<file path="config.mk">
export PLATFORM = sky130hd
export DESIGN_NAME = ifu_pc_gen_flat
export DESIGN_NICKNAME = d
export VERILOG_FILES = /design/src/rtl/ifu_pc_gen_if.sv /design/src/rtl/ifu_pc_gen.sv /design/src/flat_wrapper.sv
export SDC_FILE = /design/constraint.sdc
export NUM_CORES = 1
export LEC_CHECK = 0
export CORE_ASPECT_RATIO = 1.4
export CORE_UTILIZATION = 25
export CTS_BUF_LIST = sky130_fd_sc_hd__clkbuf_8 sky130_fd_sc_hd__clkbuf_16
export DETAILED_ROUTE_END_ITERATION = 8
export GPL_ROUTABILITY_DRIVEN = 0
export GPL_TIMING_DRIVEN = 1
export SYNTH_ARGS = -nofsm -noshare
export SYNTH_HDL_FRONTEND = slang
export SYNTH_SLANG_ARGS = --single-unit
</file>
<file path="constraint.sdc">
create_clock -name clk -period 2.6 [get_ports clk]
set_clock_uncertainty 0.1 [all_clocks]
set_input_delay 0.26 -clock clk [delete_from_list [all_inputs] [get_ports clk]]
set_output_delay 0.26 -clock clk [all_outputs]
set_load 0.01 [all_outputs]
</file>
<file path="src/rtl/ifu_pc_gen_if.sv">
// Fetch-PC generator port bundle: redirects, NLP lookup results and fetch PC/prediction outputs.
// The slave modport is the PC generator; the master modport is its environment.
interface ifu_pc_gen_if;
   logic        stall_i;
   logic        flush_i;
   logic [31:0] flush_pc_i;
   logic        if3_redir_i;
   logic [31:0] if3_redir_pc_i;
   logic        nlp0_valid_i;
   logic        nlp0_taken_i;
   logic [31:0] nlp0_target_i;
   logic        nlp1_valid_i;
   logic        nlp1_taken_i;
   logic [31:0] nlp1_target_i;
   logic [31:0] pc_o;
   logic        pc_valid_o;
   logic [1:0]  slot_valid_o;
   logic [1:0]  pred_taken_o;
   logic [31:0] pred_target_o;

   modport slave (
      input  stall_i, flush_i, flush_pc_i, if3_redir_i, if3_redir_pc_i,
      input  nlp0_valid_i, nlp0_taken_i, nlp0_target_i,
      input  nlp1_valid_i, nlp1_taken_i, nlp1_target_i,
      output pc_o, pc_valid_o, slot_valid_o, pred_taken_o, pred_target_o
   );

   modport master (
      output stall_i, flush_i, flush_pc_i, if3_redir_i, if3_redir_pc_i,
      output nlp0_valid_i, nlp0_taken_i, nlp0_target_i,
      output nlp1_valid_i, nlp1_taken_i, nlp1_target_i,
      input  pc_o, pc_valid_o, slot_valid_o, pred_taken_o, pred_target_o
   );
endinterface

</file>
<file path="src/rtl/ifu_pc_gen.sv">
// IF0 fetch-PC generator: holds the PC pair, picks the next PC from redirects and same-cycle
// NLP results, and inserts a single-word delay-slot fetch when only the second word predicts taken.
module ifu_pc_gen #(
   parameter logic [31:0] RESET_PC = 32'hBFC0_0000
) (
   input logic          clk,
   input logic          rst_n,
   ifu_pc_gen_if.slave  bus
);

   typedef enum logic [1:0] {
      ST_BOOT = 2'd0,
      ST_RUN  = 2'd1,
      ST_DS   = 2'd2
   } state_t;

   state_t      r_state;
   state_t      w_state_nxt;
   logic [31:0] r_pc;
   logic [31:0] r_held;
   logic        r_pc_valid;
   logic [1:0]  r_slot_valid;
   logic [31:0] w_pc_nxt;
   logic [31:0] w_held_nxt;
   logic        w_pc_valid_nxt;
   logic [1:0]  w_slot_valid_nxt;
   logic        w_fire;
   logic        w_p0;
   logic        w_p1;
   logic [31:0] w_pc_plus8;
   logic [1:0]  w_pred_taken;
   logic [31:0] w_pred_target;

   assign w_fire     = r_pc_valid & ~bus.stall_i;
   assign w_p0       = bus.nlp0_valid_i & bus.nlp0_taken_i;
   assign w_p1       = bus.nlp1_valid_i & bus.nlp1_taken_i;
   assign w_pc_plus8 = r_pc + 32'd8;

   // Next PC / state / held target; redirects override everything, including stalls and BOOT.
   always_comb begin
      w_pc_nxt    = r_pc;
      w_state_nxt = r_state;
      w_held_nxt  = r_held;
      if (bus.flush_i) begin
         w_pc_nxt    = bus.flush_pc_i;
         w_state_nxt = ST_RUN;
         w_held_nxt  = 32'd0;
      end else if (bus.if3_redir_i) begin
         w_pc_nxt    = bus.if3_redir_pc_i;
         w_state_nxt = ST_RUN;
         w_held_nxt  = 32'd0;
      end else if (w_fire) begin
         case (r_state)
            ST_DS: begin
               w_pc_nxt    = r_held;
               w_state_nxt = ST_RUN;
               w_held_nxt  = 32'd0;
            end
            ST_RUN: begin
               if (w_p0) begin
                  // Delay slot of a slot-0 branch is word 1 of this same pair.
                  w_pc_nxt = bus.nlp0_target_i;
               end else if (w_p1) begin
                  w_pc_nxt    = w_pc_plus8;
                  w_held_nxt  = bus.nlp1_target_i;
                  w_state_nxt = ST_DS;
               end else begin
                  w_pc_nxt = w_pc_plus8;
               end
            end
            default: begin
               w_pc_nxt    = r_pc;
               w_state_nxt = r_state;
               w_held_nxt  = r_held;
            end
         endcase
      end else if (r_state == ST_BOOT) begin
         w_state_nxt = ST_RUN;
      end else begin
         w_state_nxt = r_state;
      end
   end

   // Fetch-valid and slot-valid follow the next state so they can be registered.
   always_comb begin
      w_pc_valid_nxt   = 1'b0;
      w_slot_valid_nxt = 2'b00;
      case (w_state_nxt)
         ST_RUN: begin
            w_pc_valid_nxt   = 1'b1;
            w_slot_valid_nxt = 2'b11;
         end
         ST_DS: begin
            w_pc_valid_nxt   = 1'b1;
            w_slot_valid_nxt = 2'b01;
         end
         default: begin
            w_pc_valid_nxt   = 1'b0;
            w_slot_valid_nxt = 2'b00;
         end
      endcase
   end

   // Fetch FSM state, PC, held delay-slot target and registered fetch qualifiers.
   always_ff @(posedge clk or negedge rst_n) begin
      if (!rst_n) begin
         r_state      <= ST_BOOT;
         r_pc         <= RESET_PC;
         r_held       <= 32'd0;
         r_pc_valid   <= 1'b0;
         r_slot_valid <= 2'b00;
      end else begin
         r_state      <= w_state_nxt;
         r_pc         <= w_pc_nxt;
         r_held       <= w_held_nxt;
         r_pc_valid   <= w_pc_valid_nxt;
         r_slot_valid <= w_slot_valid_nxt;
      end
   end

   // Per-slot prediction, only trusted in RUN; slot 0 target wins when both predict taken.
   always_comb begin
      w_pred_target = 32'd0;
      if (r_state == ST_RUN) begin
         w_pred_taken = {w_p1, w_p0} & r_slot_valid;
      end else begin
         w_pred_taken = 2'b00;
      end
      if (w_pred_taken[0]) begin
         w_pred_target = bus.nlp0_target_i;
      end else if (w_pred_taken[1]) begin
         w_pred_target = bus.nlp1_target_i;
      end else begin
         w_pred_target = 32'd0;
      end
   end

   assign bus.pc_o          = r_pc;
   assign bus.pc_valid_o    = r_pc_valid;
   assign bus.slot_valid_o  = r_slot_valid;
   assign bus.pred_taken_o  = w_pred_taken;
   assign bus.pred_target_o = w_pred_target;

endmodule

</file>
<file path="src/flat_wrapper.sv">
// flat-port wrapper written by rule: the top's interface ports become plain ports
module ifu_pc_gen_flat 
#(
   parameter logic [31:0] RESET_PC = 32'hBFC0_0000
)
  (clk, rst_n, bus_stall_i, bus_flush_i, bus_flush_pc_i, bus_if3_redir_i, bus_if3_redir_pc_i, bus_nlp0_valid_i, bus_nlp0_taken_i, bus_nlp0_target_i, bus_nlp1_valid_i, bus_nlp1_taken_i, bus_nlp1_target_i, bus_pc_o, bus_pc_valid_o, bus_slot_valid_o, bus_pred_taken_o, bus_pred_target_o);
  ifu_pc_gen_if bus_i ();
  input logic clk;
  input logic rst_n;
  input wire logic [$bits(bus_i.stall_i)-1:0] bus_stall_i;
  input wire logic [$bits(bus_i.flush_i)-1:0] bus_flush_i;
  input wire logic [$bits(bus_i.flush_pc_i)-1:0] bus_flush_pc_i;
  input wire logic [$bits(bus_i.if3_redir_i)-1:0] bus_if3_redir_i;
  input wire logic [$bits(bus_i.if3_redir_pc_i)-1:0] bus_if3_redir_pc_i;
  input wire logic [$bits(bus_i.nlp0_valid_i)-1:0] bus_nlp0_valid_i;
  input wire logic [$bits(bus_i.nlp0_taken_i)-1:0] bus_nlp0_taken_i;
  input wire logic [$bits(bus_i.nlp0_target_i)-1:0] bus_nlp0_target_i;
  input wire logic [$bits(bus_i.nlp1_valid_i)-1:0] bus_nlp1_valid_i;
  input wire logic [$bits(bus_i.nlp1_taken_i)-1:0] bus_nlp1_taken_i;
  input wire logic [$bits(bus_i.nlp1_target_i)-1:0] bus_nlp1_target_i;
  output wire logic [$bits(bus_i.pc_o)-1:0] bus_pc_o;
  output wire logic [$bits(bus_i.pc_valid_o)-1:0] bus_pc_valid_o;
  output wire logic [$bits(bus_i.slot_valid_o)-1:0] bus_slot_valid_o;
  output wire logic [$bits(bus_i.pred_taken_o)-1:0] bus_pred_taken_o;
  output wire logic [$bits(bus_i.pred_target_o)-1:0] bus_pred_target_o;
  assign bus_i.stall_i = bus_stall_i;
  assign bus_i.flush_i = bus_flush_i;
  assign bus_i.flush_pc_i = bus_flush_pc_i;
  assign bus_i.if3_redir_i = bus_if3_redir_i;
  assign bus_i.if3_redir_pc_i = bus_if3_redir_pc_i;
  assign bus_i.nlp0_valid_i = bus_nlp0_valid_i;
  assign bus_i.nlp0_taken_i = bus_nlp0_taken_i;
  assign bus_i.nlp0_target_i = bus_nlp0_target_i;
  assign bus_i.nlp1_valid_i = bus_nlp1_valid_i;
  assign bus_i.nlp1_taken_i = bus_nlp1_taken_i;
  assign bus_i.nlp1_target_i = bus_nlp1_target_i;
  assign bus_pc_o = bus_i.pc_o;
  assign bus_pc_valid_o = bus_i.pc_valid_o;
  assign bus_slot_valid_o = bus_i.slot_valid_o;
  assign bus_pred_taken_o = bus_i.pred_taken_o;
  assign bus_pred_target_o = bus_i.pred_target_o;
  ifu_pc_gen #(.RESET_PC(RESET_PC)) u_core (.clk(clk), .rst_n(rst_n), .bus(bus_i));
endmodule
</file>
Yosys cells after proc, flatten, opt, wreduce, memory -nomap -nowiden
Index checks and enable logic that the tools add are counted.
{ "op_classes": {"n_eq_ne": 6, "addsub": 1, "mux": 23, "reduce_logical": 6, "n_bitwise": 5} }
{ "ops": {"columns": ["operator", "n"], "rows": [
  ["$mux W32", 11],
  ["$pmux W32 S2", 2],
  ["$add A32 B4 Y32 const B", 1],
  ["$mux W2", 7],
  ["$pmux W2 S2", 2],
  ["$eq A2 B1 Y1 const B", 2],
  ["$eq A2 B2 Y1 const B", 2],
  ["$ne A4 B3 Y1 const B", 1],
  ["$ne A4 B4 Y1 const B", 1],
  ["$reduce_and A4 Y1", 1],
  ["$reduce_bool A4 Y1", 1],
  ["$and A1 B1 Y1", 3],
  ["$reduce_bool A3 Y1", 1],
  ["$and A2 B2 Y2", 1],
  ["$logic_not A2 Y1", 1],
  ["$reduce_and A2 Y1", 1],
  ["$reduce_or A2 Y1", 1],
  ["$mux W1", 1],
  ["$not A1 Y1", 1]
]} }
{ "totals": {"out_inout_bits": 69, "regBits": 69} }

Logic depth before layout (Yosys ltp)
Gate-level depths: netlist (run 1).
{ "depth": {"ltp_word": 10, "depth_mapped": 10, "depth_no_buf": 8} }

Worst setup path before layout (run 1)
OpenSTA, ideal clock, no wires.
{ "synth_path": {"path_kind": "register to output", "start": "register u_core.r_state[1]", "end": "output bus_pred_target_o[22]", "arrival_time_ns": 1.712, "path_slack_ns": 0.528, "stages_incl_launch_ff": 10, "path_cell_list": "dfrtp_1 inv_1 ha_1 buf_2 and3_1 nand2_1 inv_1 buf_1 nand2_1 nand2_1"} }
{ "synth_via": {"elab_cells_between_ends": 4, "cone_classes": "eq/ne: 1; mux: 3"} }
{ "synth_rtl": {"columns": ["item", "line_no", "text"], "rows": [
  ["start, declared", "ifu_pc_gen.sv:17", "state_t r_state;"],
  ["start signal, assigned", "ifu_pc_gen.sv:113", "r_state <= w_state_nxt;"],
  ["$eq A2 B1 Y1", "ifu_pc_gen.sv:124", "if (r_state == ST_RUN) begin"],
  ["$mux W2", "ifu_pc_gen.sv:124", null],
  ["named net bus_pred_taken_o[0]", "flat_wrapper.sv:24", "output wire logic [$bits(bus_i.pred_taken_o)-1:0] bus_pred_taken_o;"],
  ["$mux W32", "ifu_pc_gen.sv:129", "if (w_pred_taken[0]) begin"],
  ["end, declared", "flat_wrapper.sv:25", "output wire logic [$bits(bus_i.pred_target_o)-1:0] bus_pred_target_o;"]
]} }
The timed path passes the listed nets, and every way through them passes these cells.

Final worst setup path (run 1)
{ "layout_path": {"start": "register u_core.r_state[1]", "end": "output bus_pred_taken_o[1]"} }
{ "layout_via": {"elab_chain_cells": 2} }
{ "layout_lines": {"columns": ["item", "line_no"], "rows": [
  ["$eq A2 B1 Y1", "ifu_pc_gen.sv:124"],
  ["$mux W2", "ifu_pc_gen.sv:124"],
  ["end, declared", "flat_wrapper.sv:24"]
]} }
No other way between the ends.

==> results of run 1 <==
## power groups by stage
stage / logic, mW / clock network (mW) / registers, mW
after detailed placement: 1.21 / 0 / 1.33
after floorplan: 0.503 / 0 / 1.33
final: 1.20 / 1.13 / 1.31
after CTS: 1.22 / 1.17 / 1.31
after global routing: 1.31 / 1.20 / 1.33
after global placement: 1.20 / 0 / 1.33
## registers in the layout, summed over array words and instances (netlist names)
| signal | count |
|---|---|
| u_core.bus.pc_o | 32 |
| u_core.r_state | 2 |
| u_core.r_held | 32 |
| u_core.bus.slot_valid_o | 2 |
## kinds of logic (layout without fill, tap and decap cells)
kind of cell / Yosys count / after routing / share of synthesized area [%]
AO/OA/AOI/OAI: 173 / 173 / 25.8
adder cells (fa/ha/maj): 6 / 6 / 1.59
XOR/XNOR: 2 / 2 / 0.371
flip-flops: 68 / 68 / 36.3
multiplexers: 3 / 3 / 0.689
buffers and inverters: 74 / 282 / 7.00
AND/OR/NAND/NOR: 295 / 295 / 28.3
## cell type report
cell class / instances / area, µm² / area share [%]
well taps: 244 / 305 / 4.06
flip-flops and latches: 68 / 1710 / 22.8
clock buffers: 11 / 253 / 3.36
multi-input cells: 479 / 2690 / 35.7
clock inverters: 4 / 17.5 / 0.233
repair buffers: 246 / 2470 / 32.8
inverters: 21 / 78.8 / 1.05
## worst paths after layout
check | start | slack, ps | end
setup / recovery | u_core.r_state[1] | 160 | bus_pred_taken_o[1]
hold / removal | rst_n | -30 | u_core.r_held[7]
min in group clk | u_core.r_held[21] | 370 | u_core.r_held[21]
max in group asynchronous | rst_n | 1830 | u_core.bus.pc_o[12]
setup reg to reg | u_core.r_state[1] | 300 | u_core.bus.pc_o[31]
hold reg to reg | u_core.r_held[21] | 370 | u_core.r_held[21]
## cells in the final DEF (no fill, tap or decap), types with 5 or more instances in the layout
cell type,instances
sky130_fd_sc_hd__a21oi_1,14
sky130_fd_sc_hd__a221oi_1,23
sky130_fd_sc_hd__a311oi_1,9
sky130_fd_sc_hd__a31oi_1,8
sky130_fd_sc_hd__and3_1,8
sky130_fd_sc_hd__buf_12,7
sky130_fd_sc_hd__buf_4,31
sky130_fd_sc_hd__clkbuf_16,9
sky130_fd_sc_hd__clkdlybuf4s50_1,171
sky130_fd_sc_hd__dfrtp_1,59
sky130_fd_sc_hd__dfstp_2,9
sky130_fd_sc_hd__dlygate4sd2_1,24
sky130_fd_sc_hd__dlymetal6s2s_1,9
sky130_fd_sc_hd__ha_1,5
sky130_fd_sc_hd__inv_1,21
sky130_fd_sc_hd__nand2_1,148
sky130_fd_sc_hd__nand3_1,74
sky130_fd_sc_hd__nand4_1,6
sky130_fd_sc_hd__nor2_1,26
sky130_fd_sc_hd__nor3_1,9
sky130_fd_sc_hd__o21ai_0,31
sky130_fd_sc_hd__o22ai_1,30
sky130_fd_sc_hd__o31a_1,5
sky130_fd_sc_hd__o31ai_1,16
## worst register-to-register path, delay by kind of cell, from the launching register on
kind / cells / cell delay [ps]
buffers and inverters: 5 / 850
AOI/OAI and AO/OA: 3 / 710
DFF: 1 / 370
adders and majority gates: 1 / 200
## what timing repair did
item                       4_1_cts  5_1_grt
buffers inserted                 3        1
setup endpoints to repair       32        9
gates resized for setup         30       10
cloned                           1        0
## metal layers
metal / up-vias / GRT usage (%) / part of all wire (%)
met5: - / 0 / 0
met4: 0 / 8.39 / 2.5
met3: 23 / 2.35 / 5.0
met2: 171 / 35.4 / 50
met1: 2627 / 24.8 / 42
li1: 2696 / - / -
==> qor.yml, run 1 <==
status: "complete, but fails checks"
violations: "hold timing"
routed_wirelength_mm: 19.6
synth.net_count: 764
final_net_count: 968
detail_route.vias_per_cell: 5.14
syn2layout_area_growth_pct: 59.4
ctsLongestPathBuffers: 2
place_worst_setup_slack_ps: 230
drtPass1Iterations: 4
power.static_leakage_nw: 3.43
global_route_wire_length_before_repair_mm: 30.0
cp_num_cells: 7
critical_path_peak_fanout: 22
ctsHoldBuffers: 0
synth_most_common_cell: "sky130_fd_sc_hd__nand2_1"
hold_ws_ps: -28.1
cts.reportedPaths.clkPinSlew_ps: 50
die_y_um: 165
power_frac_comb_pct: 33.0
final_design_area_no_fill_um2: 7520
cpMaxStageDelayCell: "sky130_fd_sc_hd__clkdlybuf4s50_1"
ys.flop_type: "sky130_fd_sc_hd__dfrtp_1"
die-area_um2: 19400
antenna_found_initial: 0
synth.top_cell.area_share_pct: 31.3
postRouteAntennaNets: 0
synth_area_leaders: "sky130_fd_sc_hd__dfrtp_1 (31%), sky130_fd_sc_hd__nand2_1 (12%), sky130_fd_sc_hd__nand3_1 (7.8%)"
worst_ep_required_time_ps: 2240
drc: 0
instances_no_fill: 1073
max_cap_viol_count: 0
sequentialPowerShare_pct: 36.0
slew_violations: 0
utilization_pct: 40.6
first_global_vias: 5397
end_kind: "output pin"
power_mw: 3.65
tritoncts.num_buffers: 9
drt-wirelength-per-cell_um: 18.3
netlist.top_cell.by_area: "sky130_fd_sc_hd__dfrtp_1"
layout_min_cycle_time_ps: 2440
tritoncts: "done"
place_hpwl_mm: 14.7
power.share.switching_pct: 31.6
synth.top_cells.by_count: "sky130_fd_sc_hd__nand2_1 (148), sky130_fd_sc_hd__nand3_1 (74), sky130_fd_sc_hd__dfrtp_1 (59), sky130_fd_sc_hd__o21ai_0 (31), sky130_fd_sc_hd__o22ai_1 (30)"
n_antenna_cell: 0
postPlaceCellArea_um2: 7170
route.vias.total: 5517
setup_repair_after_global_routing_missed_its_margin: "no"
largest_net_degree_at_the_start_of_global_routing: 69
timing_worst_slew_pin_value_ps: 927
critical_path_arrival_ps: 2080
criticalPathCategory: "reg2out"
port-buffer-count: 205
post_synth_instance_area_um2: 4720
internal_power_mw: 2.49
synthesis.instances: 621
cts_root_buf: "sky130_fd_sc_hd__clkbuf_16"
power_density_nw_per_um2: 485
clock_latency_late_sink_ps: 330
total_switching_power_mw: 1.15
seq_area_frac_synth_pct: 36.3
drt-initial-drc-count: 234
synthArstFlopShare_pct: 100
initial_core_util_pct: 25.5
chipWidth_um: 118
yosysWarningCount: 0
worst_path_dominant_cell_family: "buffers and inverters"
setup_total_negative_slack_ps: 0
htree_levels: 3
report.final.hold_viol_count: 50
timing.reg2reg.worst_path_depth: 9
timing.max_slew.rel_slack_pct: 38.2
fill_cell_instance_count_of_the_final_layout: 1903
max-vdd-ir-drop_mv: 0.243
rows: 59
worst-path-buf-inv: 4
critical_path.cell_chain: "inv_1 -> ha_2 -> buf_4 -> nand2_1 -> nor2_4 -> buf_12 -> clkdlybuf4s50_1"
power_frac_clock_pct: 31.0
post-place-cells: 1053
post_route_cells_drive_above_1_share_pct: 9.77
design.core.area_um2: 18500
post_synth.cell_area_avg_um2: 7.60
min-delay-path-class: "in2async"
top_level_ports: 206
track_usage_pct: 20.1
netlist-cell-type-count: 62
startpoint_type_of_the_worst_setup_path: "flop"
globalRouteOverflowTotal: 0
finalWorstSetupSlack_ps: 157
slowest_delay_ps: 550
final.period_utilization_pct: 94.0
setup_viol: 0
synth_enable_flop_cells: 0
cts.sinks: 68
fmax_mhz: 409
synth_seq_cells: 68
No activity file was read; power rests on OpenSTA's default activity.
==> run 2: changes to the inputs <==
--- a/config.mk
+++ b/config.mk
@@ -5,6 +5,7 @@
 export SDC_FILE = /design/constraint.sdc
 export NUM_CORES = 1
 export LEC_CHECK = 0
+export CAP_MARGIN = 20
 export CORE_ASPECT_RATIO = 1.4
 export CORE_UTILIZATION = 25
 export CTS_BUF_LIST = sky130_fd_sc_hd__clkbuf_8 sky130_fd_sc_hd__clkbuf_16
==> results of run 2 <==
Same layout as run 1: the final DEF is identical, and so are final timing and power.
